$ cat config.mk
export PLATFORM = sky130hd
export DESIGN_NAME = rns_reverse_conv
export DESIGN_NICKNAME = d
export VERILOG_FILES = /design/src/rtl/rns_pkg.sv /design/src/rtl/rns_mod129_fold.sv /design/src/rtl/rns_reverse_conv.sv
export SDC_FILE = /design/constraint.sdc
export NUM_CORES = 1
export LEC_CHECK = 0
export CAP_MARGIN = 20
export CORE_ASPECT_RATIO = 0.75
export CORE_MARGIN = 4
export CORE_UTILIZATION = 40
export DETAILED_ROUTE_END_ITERATION = 8
export PLACE_DENSITY = 0.7
export SLEW_MARGIN = 15
export SYNTH_ARGS = -nofsm -noshare
export SYNTH_HDL_FRONTEND = slang
export SYNTH_SLANG_ARGS = --single-unit
$ cat constraint.sdc
create_clock -name clk -period 2.22 [get_ports clk]
set_input_delay 0.222 -clock clk [delete_from_list [all_inputs] [get_ports clk]]
set_output_delay 0.222 -clock clk [all_outputs]
set_load 0.05 [all_outputs]
$ cat src/rtl/rns_pkg.sv
// Shared constants and helpers for the {129, 256} residue number system.
package rns_pkg;
   localparam int MOD_A       = 129;
   localparam int MOD_B       = 256;
   localparam int INV_B_MOD_A = 64;
   localparam int RES_W       = 8;
   localparam int BIN_W       = 16;

   localparam logic [RES_W-1:0] MOD_A_R = RES_W'(MOD_A);

   // One conditional subtract is enough: any 8-bit value is below 2*129.
   function automatic logic [RES_W-1:0] red129(input logic [RES_W-1:0] x);
      return (x >= MOD_A_R) ? x - MOD_A_R : x;
   endfunction
endpackage

$ cat src/rtl/rns_mod129_fold.sv
// 14-bit value reduced mod 129 by folding the upper 7 bits (2^7 == -1 mod 129).
module rns_mod129_fold
   import rns_pkg::*;
(
   input  logic [13:0]      a_i,
   output logic [RES_W-1:0] res_o
);

   logic [8:0] sum;

   // lo - hi + 129 lies in 2..256, so a single subtract lands in 0..128.
   assign sum   = {2'b00, a_i[6:0]} + 9'(MOD_A) - {2'b00, a_i[13:7]};
   assign res_o = (sum >= 9'(MOD_A)) ? RES_W'(sum - 9'(MOD_A)) : RES_W'(sum);

endmodule

$ cat src/rtl/rns_reverse_conv.sv
// Three-stage {129, 256} residue to binary converter with valid/ready flow control.
module rns_reverse_conv
   import rns_pkg::*;
#(
   parameter int TAG_W = 3
) (
   input  logic             clk,
   input  logic             rst_n,
   input  logic             in_valid,
   output logic             in_ready,
   input  logic [RES_W-1:0] r129,
   input  logic [RES_W-1:0] r256,
   input  logic [TAG_W-1:0] tag_in,
   output logic             out_valid,
   input  logic             out_ready,
   output logic [BIN_W-1:0] dout,
   output logic [TAG_W-1:0] tag_out,
   output logic             range_err
);

   logic             s1_v_q, s2_v_q, s3_v_q;
   logic             s1_v_d, s2_v_d, s3_v_d;
   logic             en1, en2, en3;

   logic [RES_W-1:0] s1_r256_q, s1_d_q, s1_d_d;
   logic [TAG_W-1:0] s1_tag_q;
   logic             s1_err_q, s1_err_d;

   logic [RES_W-1:0] s2_r256_q, s2_t_q, s2_t_d;
   logic [TAG_W-1:0] s2_tag_q;
   logic             s2_err_q;

   logic [BIN_W-1:0] dout_q;
   logic [TAG_W-1:0] tag_q;
   logic             err_q;

   logic [RES_W-1:0] r129m, r256m;
   logic [8:0]       dif;

   // A stage may load when empty or when its occupant moves on this cycle.
   assign en3      = !s3_v_q | out_ready;
   assign en2      = !s2_v_q | en3;
   assign en1      = !s1_v_q | en2;
   assign in_ready = en1;

   assign s1_v_d = en1 ? in_valid : s1_v_q;
   assign s2_v_d = en2 ? s1_v_q   : s2_v_q;
   assign s3_v_d = en3 ? s2_v_q   : s3_v_q;

   always_comb begin
      r129m    = red129(r129);
      r256m    = red129(r256);
      dif      = {1'b0, r129m} - {1'b0, r256m};
      s1_d_d   = dif[8] ? RES_W'(dif + 9'(MOD_A)) : RES_W'(dif);
      s1_err_d = (r129 >= MOD_A_R);
   end

   // Multiplying by the inverse 64 is a 6-bit shift ahead of the fold.
   rns_mod129_fold u_fold (
      .a_i   ({s1_d_q, 6'b000000}),
      .res_o (s2_t_d)
   );

   always_ff @(posedge clk or negedge rst_n) begin
      if (!rst_n) begin
         s1_v_q    <= 1'b0;
         s2_v_q    <= 1'b0;
         s3_v_q    <= 1'b0;
         s1_r256_q <= '0;
         s1_d_q    <= '0;
         s1_tag_q  <= '0;
         s1_err_q  <= 1'b0;
         s2_r256_q <= '0;
         s2_t_q    <= '0;
         s2_tag_q  <= '0;
         s2_err_q  <= 1'b0;
         dout_q    <= '0;
         tag_q     <= '0;
         err_q     <= 1'b0;
      end else begin
         s1_v_q <= s1_v_d;
         s2_v_q <= s2_v_d;
         s3_v_q <= s3_v_d;
         if (en1 && in_valid) begin
            s1_r256_q <= r256;
            s1_d_q    <= s1_d_d;
            s1_tag_q  <= tag_in;
            s1_err_q  <= s1_err_d;
         end
         if (en2 && s1_v_q) begin
            s2_r256_q <= s1_r256_q;
            s2_t_q    <= s2_t_d;
            s2_tag_q  <= s1_tag_q;
            s2_err_q  <= s1_err_q;
         end
         if (en3 && s2_v_q) begin
            dout_q <= {s2_t_q, s2_r256_q};
            tag_q  <= s2_tag_q;
            err_q  <= s2_err_q;
         end
      end
   end

   assign out_valid = s3_v_q;
   assign dout      = dout_q;
   assign tag_out   = tag_q;
   assign range_err = err_q;

endmodule

# Word level (Yosys, flattened, before mapping)
# Index checks and enable logic that the tools add are counted.
[totals]
output_inout_bits = 22
word_cells = 37
reg_bits = 63
[classes]
n_reduce_logical = 6
bitwise = 3
magnitude_cmp = 3
addsub = 7
n_mux = 4
[ops]
columns = ["operator", "count"]
rows = [
  ["$mux W8", 4],
  ["$sub A8 B8 Y8 const B", 3],
  ["$ge A8 B8 Y1 const B", 2],
  ["$add A7 B8 Y9 const B", 1],
  ["$ge A9 B8 Y1 const B", 1],
  ["$sub A8 B8 Y9", 1],
  ["$sub A9 B7 Y9", 1],
  ["$add A8 B8 Y8 const B", 1],
  ["$logic_and A1 B1 Y1", 3],
  ["$logic_not A1 Y1", 3],
  ["$or A1 B1 Y1", 3],
]

# Depth between registers and ports, before layout
# Gate-level depths: netlist of the first run.
[depth]
word_depth = 5
mapped_depth = 16
ltp_nobuf = 16

# Modules after synthesis
# A second synthesis of the first run with hierarchy kept.
[unflattened]
hier_cells = 347
hier_area_um2 = 3789.9
[by_module_without_submodules]
columns = ["module", "cells_per_inst", "seq_area_each_um2", "area_each_um2", "n_inst"]
rows = [
  ["rns_reverse_conv", 260, 1576.5, 3116.7, 1],
  ["rns_mod129_fold", 87, 0.0, 673.1, 1],
]

# Worst setup path before layout of the first run
# No wires, ideal clock.
[synth_timing]
path_type = "input to register"
start = "in r129[5]"
end = "reg s1_d_q[5]"
cell_stages = 14
path_slack_ns = -0.998
path_buffers = 1
arrival_ns = 3.094
required_time_ns = 2.095
setup_time_ns = 0.125
path_cell_list = "or4_1 -> o41ai_4 -> or2_1 -> nor3_1 -> xor2_1 -> ha_1 -> o211a_1 -> o31a_1 -> o211ai_2 -> and2_1 -> buf_6 -> and3_1 -> xnor2_1 -> mux2_2"
[synth_via]
elab_chain_len = 5
elab_cells_between_ends = 6
[synth_lines]
columns = ["item", "line", "rtl"]
rows = [
  ["start, declared", "rns_reverse_conv.sv:11", "input logic [RES_W-1:0] r129,"],
  ["$sub A8 B8 Y8 / $ge A8 B8 Y1 (equally long branches)", "rns_pkg.sv:13", "return (x >= MOD_A_R) ? x - MOD_A_R : x;"],
  ["$mux W8 (*)", "rns_pkg.sv:13", ""],
  ["$sub A8 B8 Y9 (*)", "rns_reverse_conv.sv:53", "dif = {1'b0, r129m} - {1'b0, r256m};"],
  ["$add A8 B8 Y8", "rns_reverse_conv.sv:54", "s1_d_d = dif[8] ? RES_W'(dif + 9'(MOD_A)) : RES_W'(dif);"],
  ["$mux W8 (*)", "rns_reverse_conv.sv:54", ""],
  ["end signal, assigned", "rns_reverse_conv.sv:70", "s1_d_q <= '0;"],
  ["end signal, assigned", "rns_reverse_conv.sv:86", "s1_d_q <= s1_d_d;"],
  ["end, declared", "rns_reverse_conv.sv:25", "logic [RES_W-1:0] s1_r256_q, s1_d_q, s1_d_d;"],
]
# Mark *: on every way between the ends. The rest lies on a longest branch, timed or not.
# A chain may end at the register's enable or synchronous reset.

# Final worst setup path of the first run
[layout_timing]
start = "in r129[4]"
end = "reg s1_d_q[5]"
# The elaborated chain is that of the path after synthesis.

==> results.py, run 1 <==
metrics = {
    "setup_path": {
        "crit_type": "primary input to flip-flop",
        "worst_setup_path_start_kind": "primary input",
        "crit_path_max_incr_delay_ps": 540,
        "worst_path_max_delay_cell": "or4_4",
        "reg2reg_slack_ps": 190,
        "endpoint_kind": "flip-flop",
        "critPathRequiredTime_ps": 2420,
        "crit_fanout": 4,
        "crit_arrival_ps": 3280,
        "cpMostUsedCell": "o21a_4",
        "path_cells": "buf_6 > or4_4 > o41ai_4 > or3_4 > nor2_4 > xor2_1 > ha_1 > buf_4 > o21a_4 > o21a_4 > nor4_4 > and3_4 > xnor2_2 > mux2_4",
    },
    "floorplan": {
        "fp.dieW_um": 116,
        "core_um2": 8490,
        "fp.dieH_um": 88.9,
        "io_pins": 45,
        "start_util_pct": 41.1,
        "dieArea_um2": 10300,
        "num_rows": 29,
    },
    "min_path": {
        "hp-class": "primary input to flip-flop",
    },
    "grt": {
        "grt_pass1_wl_um": 13900,
        "grt_pass1_vias": 2897,
        "grt_max_degree": 64,
        "overflow": 0,
        "antenna_found_initial": 0,
        "grt_use_total_pct": 17.2,
    },
    "timing": {
        "worst_pin_slew_ps": 509,
        "finalCritPeriodShare_pct": 139,
        "setup-violations-final": 8,
        "fin_crit_ps": 3080,
        "rsz0062_at_grt": "true",
        "hold_viol": 0,
        "clock_skew_ps": 7.32,
        "finalMaxSlewViolations": 0,
        "fmax_mhz": 325,
        "setup_slack_ps": -862,
        "maxSlewHeadroom_pct": 66.0,
    },
    "yosys": {
        "syn_inst": 322,
        "yosysWarnings": 0,
        "synthFlopType": "dfrtp_1",
        "synth_edf_count": 0,
        "async_flop_share_pct": 100,
        "syn_area_um2": 3490,
        "synth_nets": 364,
        "syn_avg_cell_area_um2": 10.8,
        "ys_ff_latch": 63,
        "ys_seq_area_share_pct": 45.2,
        "synth_cell_types": 49,
    },
    "placed_design": {
        "port_buffers": 44,
        "dp.cells": 524,
        "dp_hpwl_um": 5490,
        "finalWeightedCongestion": 0.863,
    },
    "power": {
        "power.leakage_nw": 2.34,
        "swShare_pct": 37.0,
        "clkPwrFrac_pct": 23.9,
        "power_frac_seq_pct": 31.2,
        "switchingPower_mw": 2.04,
        "power_density_nw_per_um2": 1050,
        "ir_worst_vdd_mv": 0.863,
        "p_int_mw": 3.48,
        "p_comb_share_pct": 44.9,
    },
    "status": {
        "violations": "negative setup slack",
        "status": "finished, violations left",
    },
    "routing": {
        "drtPass1Iterations": 4,
        "drtAntennaViolNets": 0,
        "wirelength_um": 8100,
        "drc": 0,
        "post_drt_wl_per_cell_um": 14.6,
        "vias": 2727,
        "drtIter0Drc": 103,
        "viasPerCell": 4.90,
    },
    "clock_tree": {
        "clk_pin_slew_ps": 50,
        "clock-sinks": 63,
        "cts_tree": "done",
        "insertion_delay_ps": 330,
        "cts_root_buf": "clkbuf_16",
        "cts_made_buffers": 9,
        "h-tree-depth": 3,
        "clockBufferDepth": 2,
    },
    "finish": {
        "nets": 486,
        "final_util_pct": 62.0,
        "nFillCells": 694,
        "area_growth_pct": 50.9,
        "drive_above_1_share_pct": 44.6,
        "antennaDiodeCount": 0,
        "final_cells": 556,
    },
    "run": {
        "maxCapViolations": 0,
    },
}
==> sequential cells by signal, summed over array words and instances (netlist names), 3 cells and up <==
name / flops
dout: 16
s2_t_q: 8
s1_tag_q: 3
s2_r256_q: 8
s1_d_q: 8
s2_tag_q: 3
s1_r256_q: 8
tag_out: 3
==> per-stage QoR <==
stage	power [mW]	worst slack, ps	cell area [um2]	TNS [ps]	hold WS, ps
final	5.53	-862	5260	-5510	322
after global routing	5.86	-957	5260	-6560	337
after CTS	5.45	-896	5040	-5700	402
after detailed placement	3.95	-1490	4480	-11130	252
after global placement	3.88	-1390	4480	-10530	252
after floorplan	3.16	-937	3500	-5610	-73.6
==> synthesized netlist by cell type, drive strengths merged (8+ instances only) <==
cell type | count | area [um2]
nand2b | 8 | 50.1
mux2 | 42 | 473
nor2 | 12 | 45.0
xor2 | 16 | 140
ha | 18 | 225
inv | 15 | 56.3
nand2 | 33 | 124
xnor2 | 15 | 131
nor3 | 12 | 65.1
dfrtp | 63 | 1580
o21ai | 19 | 95.1
==> cell families after synthesis <==
group / share of synthesized area (%)
AO/OA/AOI/OAI: 9.98
XOR/XNOR: 7.79
adder cells (fa/ha/maj): 7.03
buffers and inverters: 2.69
flip-flops: 45.2
multiplexers: 13.6
AND/OR/NAND/NOR: 13.7
==> routing by layer <==
metal  track usage (%)  wire length [um]
met5                 0                 0
met4              4.43                82
met3              5.60               310
met1              21.8              3820
met2              28.8              3890
==> worst max-delay path, delay by kind of cell <==
| kind | cells | cell delay [ps] |
|---|---|---|
| AO/OA/AOI/OAI | 3 | 660 |
| XOR/XNOR | 2 | 220 |
| adder cells (fa/ha/maj) | 1 | 340 |
| buffers and inverters | 2 | 260 |
| multiplexers | 1 | 270 |
| AND/OR/NAND/NOR | 5 | 1310 |
==> power by group through the flow <==
stage	Combinational (mW)	Clock, mW	Sequential, mW
finish	2.48	1.32	1.72
detailed placement	2.21	0	1.74
global placement	2.16	0	1.72
global route	2.68	1.41	1.77
CTS	2.37	1.35	1.73
floorplan	0.923	0	2.23
==> worst paths after layout <==
kind	start	endpoint	cells after the start
hold reg to reg	s1_err_q	s1_err_q	2
hold / removal	r256[4]	s1_r256_q[4]	3
setup / recovery	r129[4]	s1_d_q[5]	14
min in group asynchronous	rst_n	dout[8]	3
max in group asynchronous	rst_n	s1_d_q[7]	3
setup reg to reg	s1_d_q[3]	s2_t_q[3]	9
==> cells in the final DEF (no fill, tap or decap), types with 9 or more instances in the layout <==
master           netlist  final
buf_4                  0     66
buf_6                  1     10
clkbuf_16              0      9
clkdlybuf4s50_1        0     28
dfrtp_1               63     63
ha_1                  18     13
inv_1                 14     11
mux2_2                42     41
nand2_1               33     28
nor2_1                12      9
o21ai_1               17     14
xnor2_1               15     11
xor2_1                16     16
==> area by class of cell <==
cell class / instances / area (um2) / area share, %
Multi-Input combinational cell: 236 / 2190 / 41.6
Sequential cell: 63 / 1580 / 30.0
Timing Repair Buffer: 119 / 1030 / 19.5
Clock buffer: 11 / 233 / 4.42
Tap cell: 108 / 135 / 2.57
Inverter: 15 / 56.3 / 1.07
Clock inverter: 4 / 47.5 / 0.903
==> repair_timing <==
action                                 4_1_cts  5_1_grt
gates resized for setup                     75       31
pin swaps                                   26       30
endpoints found under the hold margin       63        0
setup endpoints to repair                    8       12
buffers inserted                            10        7
hold buffers                                 1        0
No activity file was read; power rests on OpenSTA's default activity.
==> run 2: changes to the inputs <==
- CORE_UTILIZATION: 40 -> 50
- HOLD_SLACK_MARGIN: default -> 0.06
- PLACE_DENSITY: 0.7 -> 0.82
- SKIP_LAST_GASP: default -> 1
==> results.py, run 2 (synthesis results as in run 1) <==
metrics = {
    "grt": {
        "grt_pass1_wl_um": 13500,
        "overflow": 0,
        "antenna_found_initial": 0,
        "grt_max_degree": 64,
        "grt_use_total_pct": 20.2,
        "grt_pass1_vias": 3001,
    },
    "clock_tree": {
        "insertion_delay_ps": 330,
        "cts_tree": "done",
        "clk_pin_slew_ps": 70,
        "clock-sinks": 63,
        "cts_made_buffers": 9,
        "clockBufferDepth": 2,
        "h-tree-depth": 3,
        "cts_hold_buf": 0,
        "cts_root_buf": "clkbuf_8",
    },
    "setup_path": {
        "crit_fanout": 3,
        "critPathRequiredTime_ps": 2440,
        "crit_arrival_ps": 3330,
        "rr_worst_depth": 9,
        "r2r_end": "s2_t_q[3]",
        "reg2reg_slack_ps": 210,
        "worst_setup_path_start_kind": "primary input",
        "endpoint_kind": "flip-flop",
        "crit_type": "primary input to flip-flop",
        "reg2reg_from": "s1_d_q[3]",
    },
    "power": {
        "p_int_mw": 3.19,
        "swShare_pct": 38.8,
        "power.leakage_nw": 2.27,
        "power_frac_seq_pct": 33.3,
        "ir_worst_vdd_mv": 0.790,
        "fin_total_pwr_mw": 5.21,
        "p_comb_share_pct": 47.2,
        "switchingPower_mw": 2.02,
        "clkPwrFrac_pct": 19.5,
        "power_density_nw_per_um2": 1020,
    },
    "floorplan": {
        "io_pins": 45,
        "core_um2": 6800,
        "fp.dieW_um": 104,
        "start_util_pct": 51.3,
        "num_rows": 26,
        "dieArea_um2": 8390,
        "fp.dieH_um": 80.3,
    },
    "routing": {
        "drtPass1Iterations": 4,
        "drtAntennaViolNets": 0,
        "drtIter0Drc": 170,
        "vias": 2884,
        "drc": 0,
        "viasPerCell": 5.47,
        "wirelength_um": 9050,
        "post_drt_wl_per_cell_um": 17.2,
    },
    "status": {
        "status": "finished, violations left",
        "violations": "negative setup slack",
    },
    "placed_design": {
        "finalWeightedCongestion": 0.803,
        "placed_cell_area_um2": 4430,
        "dp_hpwl_um": 5650,
        "port_buffers": 44,
    },
    "finish": {
        "layout_common_cells": "buf_4 (66), dfrtp_1 (63), mux2_2 (41), clkdlybuf4s50_1 (29), nand2_1 (26)",
        "nets": 480,
        "layout_commonest_cell": "buf_4",
        "drive_above_1_share_pct": 45.6,
        "largest_register_ffs": 16,
        "final_util_pct": 75.4,
        "area_growth_pct": 47.0,
        "design_area_um2": 5120,
        "antennaDiodeCount": 0,
    },
    "timing": {
        "maxSlewHeadroom_pct": 49.2,
        "clock_skew_ps": 4.30,
        "setup_tns_ps": -6100,
        "hold_viol": 0,
        "setup-violations-final": 8,
        "setup_slack_ps": -887,
        "finalCritPeriodShare_pct": 140,
        "worst_pin_slew_ps": 762,
        "finalMaxSlewViolations": 0,
        "fin_crit_ps": 3110,
        "fmax_mhz": 322,
        "rsz0062_at_grt": "true",
    },
    "run": {
        "maxCapViolations": 0,
    },
    "min_path": {
        "hp-class": "primary input to asynchronous set/reset pin",
    },
}
## run 2: layout make-up
cell class                      instances  area [um2]
Inverter                               15        56.3
Clock buffer                           13         169
Fill cell                             407        1670
Sequential cell                        63        1580
Tap cell                               84         105
Timing Repair Buffer                  113         960
Clock inverter                          3        40.0
Multi-Input combinational cell        236        2220
## run 2: worst max-delay path, cell delays in order
cell and delay (ps):
dlygate4sd2_1 240, or4_4 570, nor2_4 140, nand2_4 110, nand3_4 120, xor2_2 230
ha_4 250, nor2b_4 120, o21a_1 220, o21a_1 240, nor4_4 320, and3_1 220
xnor2_1 60, mux2_4 260
## run 2: layer usage
metal  share of wire [%]  GRT usage, %  vias to the layer above  routed length, um
li1                    -             -                     1360                  -
met1                  42          22.7                     1416               3780
met2                  52          37.5                       88               4710
met3                 4.4          5.94                       20                401
met4                 1.8          5.58                        0                162
met5                   0             0                        -                  0
## run 2: timing repair
item                                    CTS  global route
gates resized for setup                  67            44
cloned                                    0             0
buffers inserted                          7             8
endpoints found under the setup margin    8             9
pin swaps                                36            32
## run 2: stage by stage
stage / worst slack, ps / hold WS [ps] / cells
floorplan: -937 / -73.6 / 322
CTS: -870 / 60.7 / 520
finish: -887 / 45.1 / 527
global placement: -1350 / 418 / 499
global route: -977 / 103 / 527
detailed placement: -1500 / 429 / 499
## run 2: worst max-delay path by stage
stage | start | cells after the start | slack [ps] | endpoint
2_1_floorplan | r129[5] | 14 | -940 | s1_d_q[5]
3_3_place_gp | r129[5] | 13 | -1350 | s1_d_q[5]
3_5_place_dp | r129[5] | 14 | -1500 | s1_d_q[7]
4_1_cts | r129[3] | 15 | -870 | s1_d_q[7]
5_1_grt | r256[4] | 14 | -980 | s1_d_q[5]
6_report | r256[4] | 14 | -890 | s1_d_q[5]
## run 2: power by group through the flow
stage	registers, mW	logic [mW]	clock network, mW
after floorplan	2.23	0.923	0
after global placement	1.72	2.14	0
after detailed placement	1.74	2.21	0
after CTS	1.73	2.31	1.04
after global routing	1.78	2.62	1.10
final	1.73	2.46	1.02
==> run 3: changes to the inputs <==
- ABC_CLOCK_PERIOD_IN_PS: default -> 2220
- CORE_UTILIZATION: 50 -> 55
- PLACE_DENSITY: 0.82 -> 0.88
==> results.py, run 3 (synthesis results as in run 1) <==
metrics = {
    "status": {
        "status": "finished, violations left",
        "violations": "negative setup slack",
    },
    "timing": {
        "hold_viol": 0,
        "setup_slack_ps": -1100,
        "fin_crit_ps": 3320,
        "rsz0062_at_grt": "true",
        "worst_pin_slew_ps": 571,
        "maxSlewHeadroom_pct": 61.9,
        "finalCritPeriodShare_pct": 150,
        "setup-violations-final": 11,
        "finalMaxSlewViolations": 0,
        "fmax_mhz": 301,
        "clock_skew_ps": 12.0,
    },
    "routing": {
        "drc": 0,
        "viasPerCell": 6.78,
        "wirelength_um": 13900,
        "vias": 3546,
        "drtIter0Drc": 425,
        "post_drt_wl_per_cell_um": 26.6,
        "drtPass1Iterations": 5,
        "drtAntennaViolNets": 0,
    },
    "min_path": {
        "hp-class": "primary input to asynchronous set/reset pin",
    },
    "setup_path": {
        "crit_path_max_incr_delay_ps": 360,
        "critPathRequiredTime_ps": 2420,
        "crit_fanout": 7,
        "endpoint_kind": "flip-flop",
        "crit_arrival_ps": 3520,
        "crit_type": "primary input to flip-flop",
        "worst_path_max_delay_cell": "ha_4",
        "worst_setup_path_start_kind": "primary input",
        "reg2reg_slack_ps": -90,
        "path_cells": "dlygate4sd2_1 > inv_1 > ha_1 > nor2b_2 > nand2_4 > nand3_4 > nor4_4 > xnor2_2 > ha_4 > o211a_1 > o31a_1 > o211ai_2 > and2_4 > buf_6 > buf_12 > buf_6 > xnor2_2 > o21ai_1",
    },
    "clock_tree": {
        "cts_root_buf": "clkbuf_8",
        "cts_made_buffers": 9,
        "cts_tree": "done",
        "insertion_delay_ps": 350,
        "clock-sinks": 63,
        "clockBufferDepth": 2,
        "clk_pin_slew_ps": 70,
        "h-tree-depth": 3,
    },
    "floorplan": {
        "io_pins": 45,
        "start_util_pct": 58.4,
        "fp.dieW_um": 99.9,
        "dieArea_um2": 7690,
        "core_um2": 5980,
        "num_rows": 24,
        "fp.dieH_um": 77.0,
    },
    "finish": {
        "drive_above_1_share_pct": 45.2,
        "layout_common_cells": "dfrtp_1 (63), buf_4 (61), mux2_2 (41), clkdlybuf4s50_1 (30), nand2_1 (29)",
        "final_cells": 523,
        "largest_register_ffs": 16,
        "nets": 482,
        "nFillCells": 244,
        "area_growth_pct": 49.2,
        "layout_commonest_cell": "dfrtp_1",
        "antennaDiodeCount": 0,
    },
    "placed_design": {
        "dp.cells": 489,
        "dp_hpwl_um": 5750,
        "port_buffers": 44,
        "finalWeightedCongestion": 0.838,
        "place_ws_ps": -1430,
    },
    "power": {
        "power.leakage_nw": 2.32,
        "ir_worst_vdd_mv": 1.00,
        "power_density_nw_per_um2": 1070,
    },
    "grt": {
        "grt_use_total_pct": 27.6,
        "grt_pass1_wl_um": 16600,
        "grt_pass1_vias": 3337,
        "grt_max_degree": 42,
        "antenna_found_initial": 0,
        "overflow": 0,
    },
    "run": {
        "maxCapViolations": 0,
    },
}
run 3: cell count changes in the layout (fill, tap and decap cells not counted), sizes merged:
cell	previous run	this run
clkinv	2	0
dlygate4sd2	5	7
buf	74	75
clkdlybuf4s15	3	2
clkdlybuf4s50	29	30
clkinvlp	0	1
dlygate4sd3	0	1
dlymetal6s2s	1	0
run 3: per-stage QoR:
| step | instance area [um2] | power, mW | TNS, ps | hold slack, ps | utilization (%) |
|---|---|---|---|---|---|
| 2_1_floorplan | 3500 | 3.16 | -5610 | -73.6 | - |
| 3_3_place_gp | 4420 | 3.85 | -10280 | 228 | 73.9 |
| 3_5_place_dp | 4420 | 3.96 | -10890 | 234 | 73.9 |
| 4_1_cts | 4870 | 5.13 | -6240 | 387 | 81.5 |
| 5_1_grt | 5200 | 5.79 | -9060 | 439 | 87.1 |
| 6_report | 5200 | 5.57 | -8300 | 403 | 87.1 |
run 3: routing by layer:
layer	wire length [um]	GRT usage, %
met5	0	0
met4	1310	13.5
met3	1650	7.25
met2	6210	48.4
met1	4740	30.9
run 3: layout make-up:
cell class / instances / area (um2) / share of cell area (%)
multi-input cells: 236 / 2240 / 43.0
flip-flops and latches: 63 / 1580 / 30.3
clock buffers: 14 / 173 / 3.32
clock inverters: 2 / 37.5 / 0.722
well taps: 78 / 97.6 / 1.88
repair buffers: 115 / 1020 / 19.6
inverters: 15 / 56.3 / 1.08
run 3: repair_timing:
action,in CTS,in global routing
hold endpoints to repair,22,0
setup endpoints to repair,8,9
gates resized for setup,65,46
buffers inserted,7,10
pin swaps,32,33
gates cloned,0,0
hold buffers,1,0
run 3: worst max-delay path, delay by kind of cell:
family | cells | cell delay (ps)
simple gates | 5 | 840
buf+inv | 5 | 780
compound gates | 4 | 680
fa+ha+maj | 2 | 630
xor+xnor | 2 | 380
run 3: where the power goes:
part | switching [mW] | total (mW) | internal [mW]
logic | 1.59 | 2.70 | 1.11
registers | 0.284 | 1.79 | 1.51
clock network | 0.467 | 1.08 | 0.612
run 3: worst paths after layout:
check,start,end,depth (start not counted)
min reg2reg,s2_t_q[0],s2_t_q[0],2
max,r256[0],s1_d_q[0],18
min in group clk,r256[4],s1_r256_q[4],3
min,rst_n,s2_t_q[6],2
max in group asynchronous,rst_n,s2_r256_q[6],3
max reg2reg,s1_d_q[3],s2_t_q[3],9
==> variant 1: new RTL, config.mk and constraints of run 3 <==
Make the reset (`rst_n`) synchronous in one clocked block.
--- a/src/rtl/rns_reverse_conv.sv
+++ b/src/rtl/rns_reverse_conv.sv
@@ -61,7 +61,7 @@
       .res_o (s2_t_d)
    );
 
-   always_ff @(posedge clk or negedge rst_n) begin
+   always_ff @(posedge clk) begin
       if (!rst_n) begin
          s1_v_q    <= 1'b0;
          s2_v_q    <= 1'b0;
Behaviour: differs if rst_n is asserted again (counterexample within 4 cycles, from zero or initial values and one cycle with rst_n low); with rst_n held inactive, the same outputs for 10 cycles.
==> variant 1 against run 3 <==
  * The flow still finishes with violations (negative setup slack)
  * Sequential cell count unchanged
  * Area after synthesis increased by 2.8%
  * Largest power group unchanged
  * Design area increased by 2.5%
  * Largest cell class unchanged
  * Critical path type unchanged
  * Total power decreased by 32%
  * Clock skew decreased by 0.0083 ns
  * Setup slack improved by 0.18 ns
  * Routed wire length increased by 0.45%
  * Via count increased by 21%
==> variant 1: results (changes against run 3) <==
* Tot GR Track Use at 28.5% (+0.87 points)
* Yosys warnings at 0 (unchanged)
* Total CTS buffers at 9 (unchanged)
* CTS clk-pin slew, worst paths at 0.06 ns
* Total leakage power at 2.10 nW (-9.3%)
* Post-synth top cells: nand2_1 (105), dfxtp_1 (63), a21oi_1 (53), nor2_1 (25), clkbuf_1 (19)
* Post-place instance area at 0.00458 mm^2 (+3.7%)
* First-pass GRT wire length at 18.2 mm (+9.7%)
* Detailed Routing Iterations Pass 1 at 7 (+2)
* CTS Buffer Depth at 2 (unchanged)
* Asr flop ratio synth at 0% (-100 points)
* Share of cells above drive strength 1 at 34.1% (-11 points)
* Vias in the first global route at 3902 (+17%)
* Detailed-route wire length per cell at 21.6 um (-19%)
* Synth top area cells: dfxtp_1 (35%), nand2_1 (11%), a21oi_1 (7.4%)
* Peak VDD IR at 0.000580 V (-42%)
* WHS Path Cells at 4
* Final setup vio count at 10 (-1)
* Worst min-delay path startpoint: r256[4]
* CP Max Fanout at 5 (-2)
* Worst-skew pair later-pin latency at 0.34 ns
* Cell variety after synth at 67 (+37%)
* Synth Area in XOR/XNOR at 6.08% (-1.7 points)
* Pin count of the biggest net entering global routing at 46 (+9.5%)
* Final wirelength at 14.0 mm (+0.45%)
* Final WS setup at -0.921 ns (+0.178 ns)
* Syn Area/Cell at 7.98 um^2 (-26%)
* Arr. time, crit path at 3.37 ns (-0.15 ns)
* Worst min path class: in -> reg
* Met3 usage in global routing at 7.10% (-0.16 points)
* Root Driver: clkbuf_8
* Met3 WL at 1.37 mm (-17%)
* Slew margin rel. at 46.9% (-15 points)
* FF-to-FF Start: s1_d_q[2]$_SDFFE_PN0P_
* DP Worst Slack at -1.45 ns (-0.0217 ns)
* Status: complete, but fails checks
* Fraction of synthesized area in multiplexers at 0.279% (-13 points)
* Met1 Use GR at 33.6% (+2.7 points)
* Placed Cells at 616 (+26%)
* Antenna Cells at 0 (unchanged)
* HPWL Detailed at 6.63 mm (+15%)
* Via density at 6.62 (-2.3%)
* Register area share after synthesis at 35.2% (-10 points)
* Max reg flops at 16 (unchanged)
* Routability cong. at 0.921 (+9.8%)
* Synthesized-area fraction occupied by adder cells at 6.84% (-0.19 points)
* PortBufs at 44 (unchanged)
* Fin nets at 604 (+25%)
* Failing checks: negative setup slack
* Worst setup path startpoint: r256[5]
* Synth Area in Compound Gates at 21.5% (+12 points)
* Final Skew at 0.00365 ns (-0.00831 ns)
* Met2 usage at 49.2% (+0.75 points)
* DRT met1 WL at 4.77 mm (+0.55%)
* Routed met2 length at 6.61 mm (+6.5%)
* Drt initial violations at 445 (+4.7%)
* Fin Setup TNS at -6.57 ns (+1.72 ns)
* Syn Nets at 491 (+35%)
-- variant 1: cell count changes after synthesis, sizes merged, moves of 3 or more --
cell | run 3 | this run
nand2 | 33 | 105
dfrtp | 63 | 0
dfxtp | 0 | 63
a21oi | 7 | 53
mux2 | 42 | 0
nor2 | 12 | 25
clkbuf | 7 | 19
o21ai | 19 | 9
a211oi | 2 | 11
xor2 | 16 | 9
inv | 15 | 19
nor3 | 12 | 8
or3 | 1 | 5
nor4b | 0 | 3
-- variant 1: worst max-delay path: stages --
cell,delay (ns)
clkdlybuf4s50_1,0.45
or2_4,0.28
o41ai_4,0.25
buf_6,0.19
xnor2_2,0.06
ha_2,0.20
fa_2,0.40
buf_4,0.18
xor2_4,0.19
nor3_4,0.26
nor4b_4,0.36
and4_1,0.26
nor3_1,0.06
-- variant 1: power by group --
part           internal, W  switching, W
sequential         0.00119     0.0000606
clock             0.000572      0.000434
combinational     0.000699      0.000809
total              0.00246       0.00130
-- variant 1: worst paths after layout --
| kind | endpoint | slack, ns |
|---|---|---|
| setup / recovery | s1_d_q[5]$_SDFFE_PN0P_ | -0.92 |
| hold / removal | s1_r256_q[4]$_SDFFE_PN0P_ | 0.27 |
| setup reg to reg | s2_t_q[4]$_SDFFE_PN0P_ | -0.04 |
| hold reg to reg | dout[0]$_SDFFE_PN0P_ | 0.45 |
-- variant 1: area by class of cell --
type                            count  area (um^2)
Multi-Input combinational cell    346         2650
Fill cell                         301          986
Inverter                           19         73.8
Sequential cell                    63         1270
Clock inverter                      3         42.5
Tap cell                           81          101
Timing Repair Buffer              123         1040
Clock buffer                       12          155
-- variant 1: what timing repair did --
action | CTS | global route
pin swaps | 30 | 35
buffers inserted | 10 | 4
hold endpoints to repair | 0 | 0
resized for setup | 75 | 51
gates cloned | 2 | 0
setup endpoints to repair | 13 | 13
==> variant 2: new RTL, flow settings as in run 3 <==
Made on the original files. The parameter `TAG_W` goes from 3 to 2.
--- a/src/rtl/rns_reverse_conv.sv
+++ b/src/rtl/rns_reverse_conv.sv
@@ -2,7 +2,7 @@
 module rns_reverse_conv
    import rns_pkg::*;
 #(
-   parameter int TAG_W = 3
+   parameter int TAG_W = 2
 ) (
    input  logic             clk,
    input  logic             rst_n,
Ports: changed (resized tag_in and tag_out); port bits go from 45 to 43. No check against the original RTL was run, so the function may have changed too.
==> variant 2 against run 3 <==
  * The run still ends with negative setup slack left
  * Die area down 3.7%
  * Maximum frequency up 5.1%
  * Sequential cell count down 3
  * Total power down 5.3%
  * Utilization down 4.8 points
  * Design area down 7.4%
  * Critical path type unchanged
  * Routed wire length down 39%
  * Non-clock buffer count down 10
  * Cell count down 5.4%
  * Area after synthesis down 4.1%
  * Setup slack better by 0.16 ns
  * Hold slack worse by 0.10 ns
==> variant 2: results (changes against run 3) <==
* Total number of vias at 2743 (-23%)
* Cell variety after synth at 44 (-10%)
* Routability cong. at 0.835 (-0.38%)
* Share of cells above drive strength 1 at 44.4% (-0.80 points)
* Critical path's slowest cell: or4_4
* Pin count of the biggest net entering global routing at 61 (+45%)
* Total CTS buffers at 9 (unchanged)
* Multi-input gate area at 0.00204 mm^2 (-8.7%)
* Failing checks: negative setup slack
* H-tree levels at 3 (unchanged)
* Worst min path class: in -> reg
* P_sw at 0.00204 W (-13%)
* Post-place instance area at 0.00420 mm^2 (-5.0%)
* Peak VDD IR at 0.000697 V (-30%)
* CTS clk-pin slew, worst paths at 0.07 ns (about the same)
* Detailed-route wire length per cell at 17.1 um (-36%)
* Status: complete, but fails checks
* HPWL Detailed at 5.27 mm (-8.4%)
* Actual slew at the worst max-slew pin at 0.748 ns (+0.177 ns)
* Largest stage delay, worst path at 0.55 ns (+0.19 ns)
* Synth top area cells: dfrtp_1 (45%), mux2_2 (13%), ha_1 (6.7%)
* Total leakage power at 2.16 nW (-6.6%)
* Top delay family on crit path: simple AND/OR/NAND/NOR gates
* Max reg flops at 16 (unchanged)
* PortBufs at 42 (-4.5%)
* Fin Setup TNS at -6.26 ns (+2.03 ns)
* Fin nets at 453 (-6.0%)
* CTS Buffer Depth at 2 (unchanged)
* Worst-skew pair later-pin latency at 0.33 ns (-0.02 ns)
* CP Max Fanout at 3 (-4)
* Yosys warnings at 0 (unchanged)
* Post-synth top cells: dfrtp_1 (60), mux2_2 (39), nand2_1 (34), ha_1 (18), xnor2_1 (17)
* Final WS setup at -0.937 ns (+0.163 ns)
* Tot GR Track Use at 22.9% (-4.7 points)
* Root Driver: clkbuf_8
* Final Skew at 0.00804 ns (-0.00392 ns)
* Syn Nets at 345 (-5.2%)
* First-pass GRT wire length at 13.2 mm (-20%)
* Register area share after synthesis at 44.9% (-0.32 points)
* Vias in the first global route at 2900 (-13%)
* Detailed Routing Iterations Pass 1 at 4 (-1)
* Final setup vio count at 8 (-3)
* Drt initial violations at 124 (-71%)
* Filler cells at 319 (+31%)
## variant 2: cell count changes after synthesis, sizes merged, moves of 3 or more
cell	delta
mux2	-3
nand3	-3
nor2	+4
dfrtp	-3
nor2b	-3
nor3	-6
## variant 2: per-layer routing
metal / up-vias / GRT usage (%) / routed length [um] / part of all wire (%)
met4: 0 / 9.68 / 228 / 2.7
met2: 90 / 44.1 / 4450 / 53
met1: 1354 / 25.0 / 3430 / 41
met5: - / 0 / 0 / 0
met3: 26 / 5.03 / 343 / 4.1
li1: 1273 / - / - / -
## variant 2: worst paths after layout
kind	from	end	slack [ns]	cells after the start
max	r256[5]	s1_d_q[7]$_DFFE_PN0P_	-0.94	15
min	r256[0]	s1_r256_q[0]$_DFFE_PN0P_	0.30	3
max reg2reg	s1_d_q[2]$_DFFE_PN0P_	s2_t_q[2]$_DFFE_PN0P_	0.09	7
min reg2reg	s2_t_q[6]$_DFFE_PN0P_	s2_t_q[6]$_DFFE_PN0P_	0.48	2
max in group asynchronous	rst_n	s2_r256_q[3]$_DFFE_PN0P_	1.15	3
min in group asynchronous	rst_n	s2_v_q$_DFFE_PN0P_	0.57	3
## variant 2: through the flow
stage / setup WS (ns) / std cells
after CTS: -0.985 / 491
after floorplan: -0.876 / 304
after detailed placement: -1.52 / 463
after global routing: -1.06 / 495
after global placement: -1.37 / 463
final: -0.937 / 495
## variant 2: logic make-up after synthesis
group                    count (synthesis)  synth area share (%)
multiplexers                            39                  13.1
buffers and inverters                   21                  2.99
flip-flops                              60                  44.9
XOR/XNOR                                33                  9.05
AND/OR/NAND/NOR                         88                  13.2
adder cells (fa/ha/maj)                 19                  7.33
AO/OA/AOI/OAI                           44                  9.43
## variant 2: power by group through the flow
stage               Clock [W]  Combinational (W)  Sequential, W
floorplan                   0            0.00106        0.00212
global placement            0            0.00218        0.00165
detailed placement          0            0.00225        0.00167
CTS                   0.00109            0.00236        0.00166
global route          0.00115            0.00270        0.00171
finish                0.00108            0.00253        0.00167
## variant 2: repair_timing
action                                  CTS  global route
hold buffers                              1             0
endpoints found under the setup margin    8            11
resized for setup                        51            44
hold endpoints to repair                  5             0
setup buffers                            11             4
pin swaps                                17            25
## variant 2: final cells by class
cell class	instances	area share [%]
multi-input cells	223	42.5
flip-flops and latches	60	31.2
repair buffers	105	18.8
clock buffers	12	3.01
well taps	78	2.03
clock inverters	4	1.51
inverters	13	1.01
## variant 2: worst reg2reg max path: stages (launching register included)
cell	delay, ns
dfrtp_1	0.42
or3_4	0.44
or4_4	0.45
a41oi_4	0.19
buf_4	0.17
nand2_1	0.06
xor2_1	0.19
o21ai_1	0.09
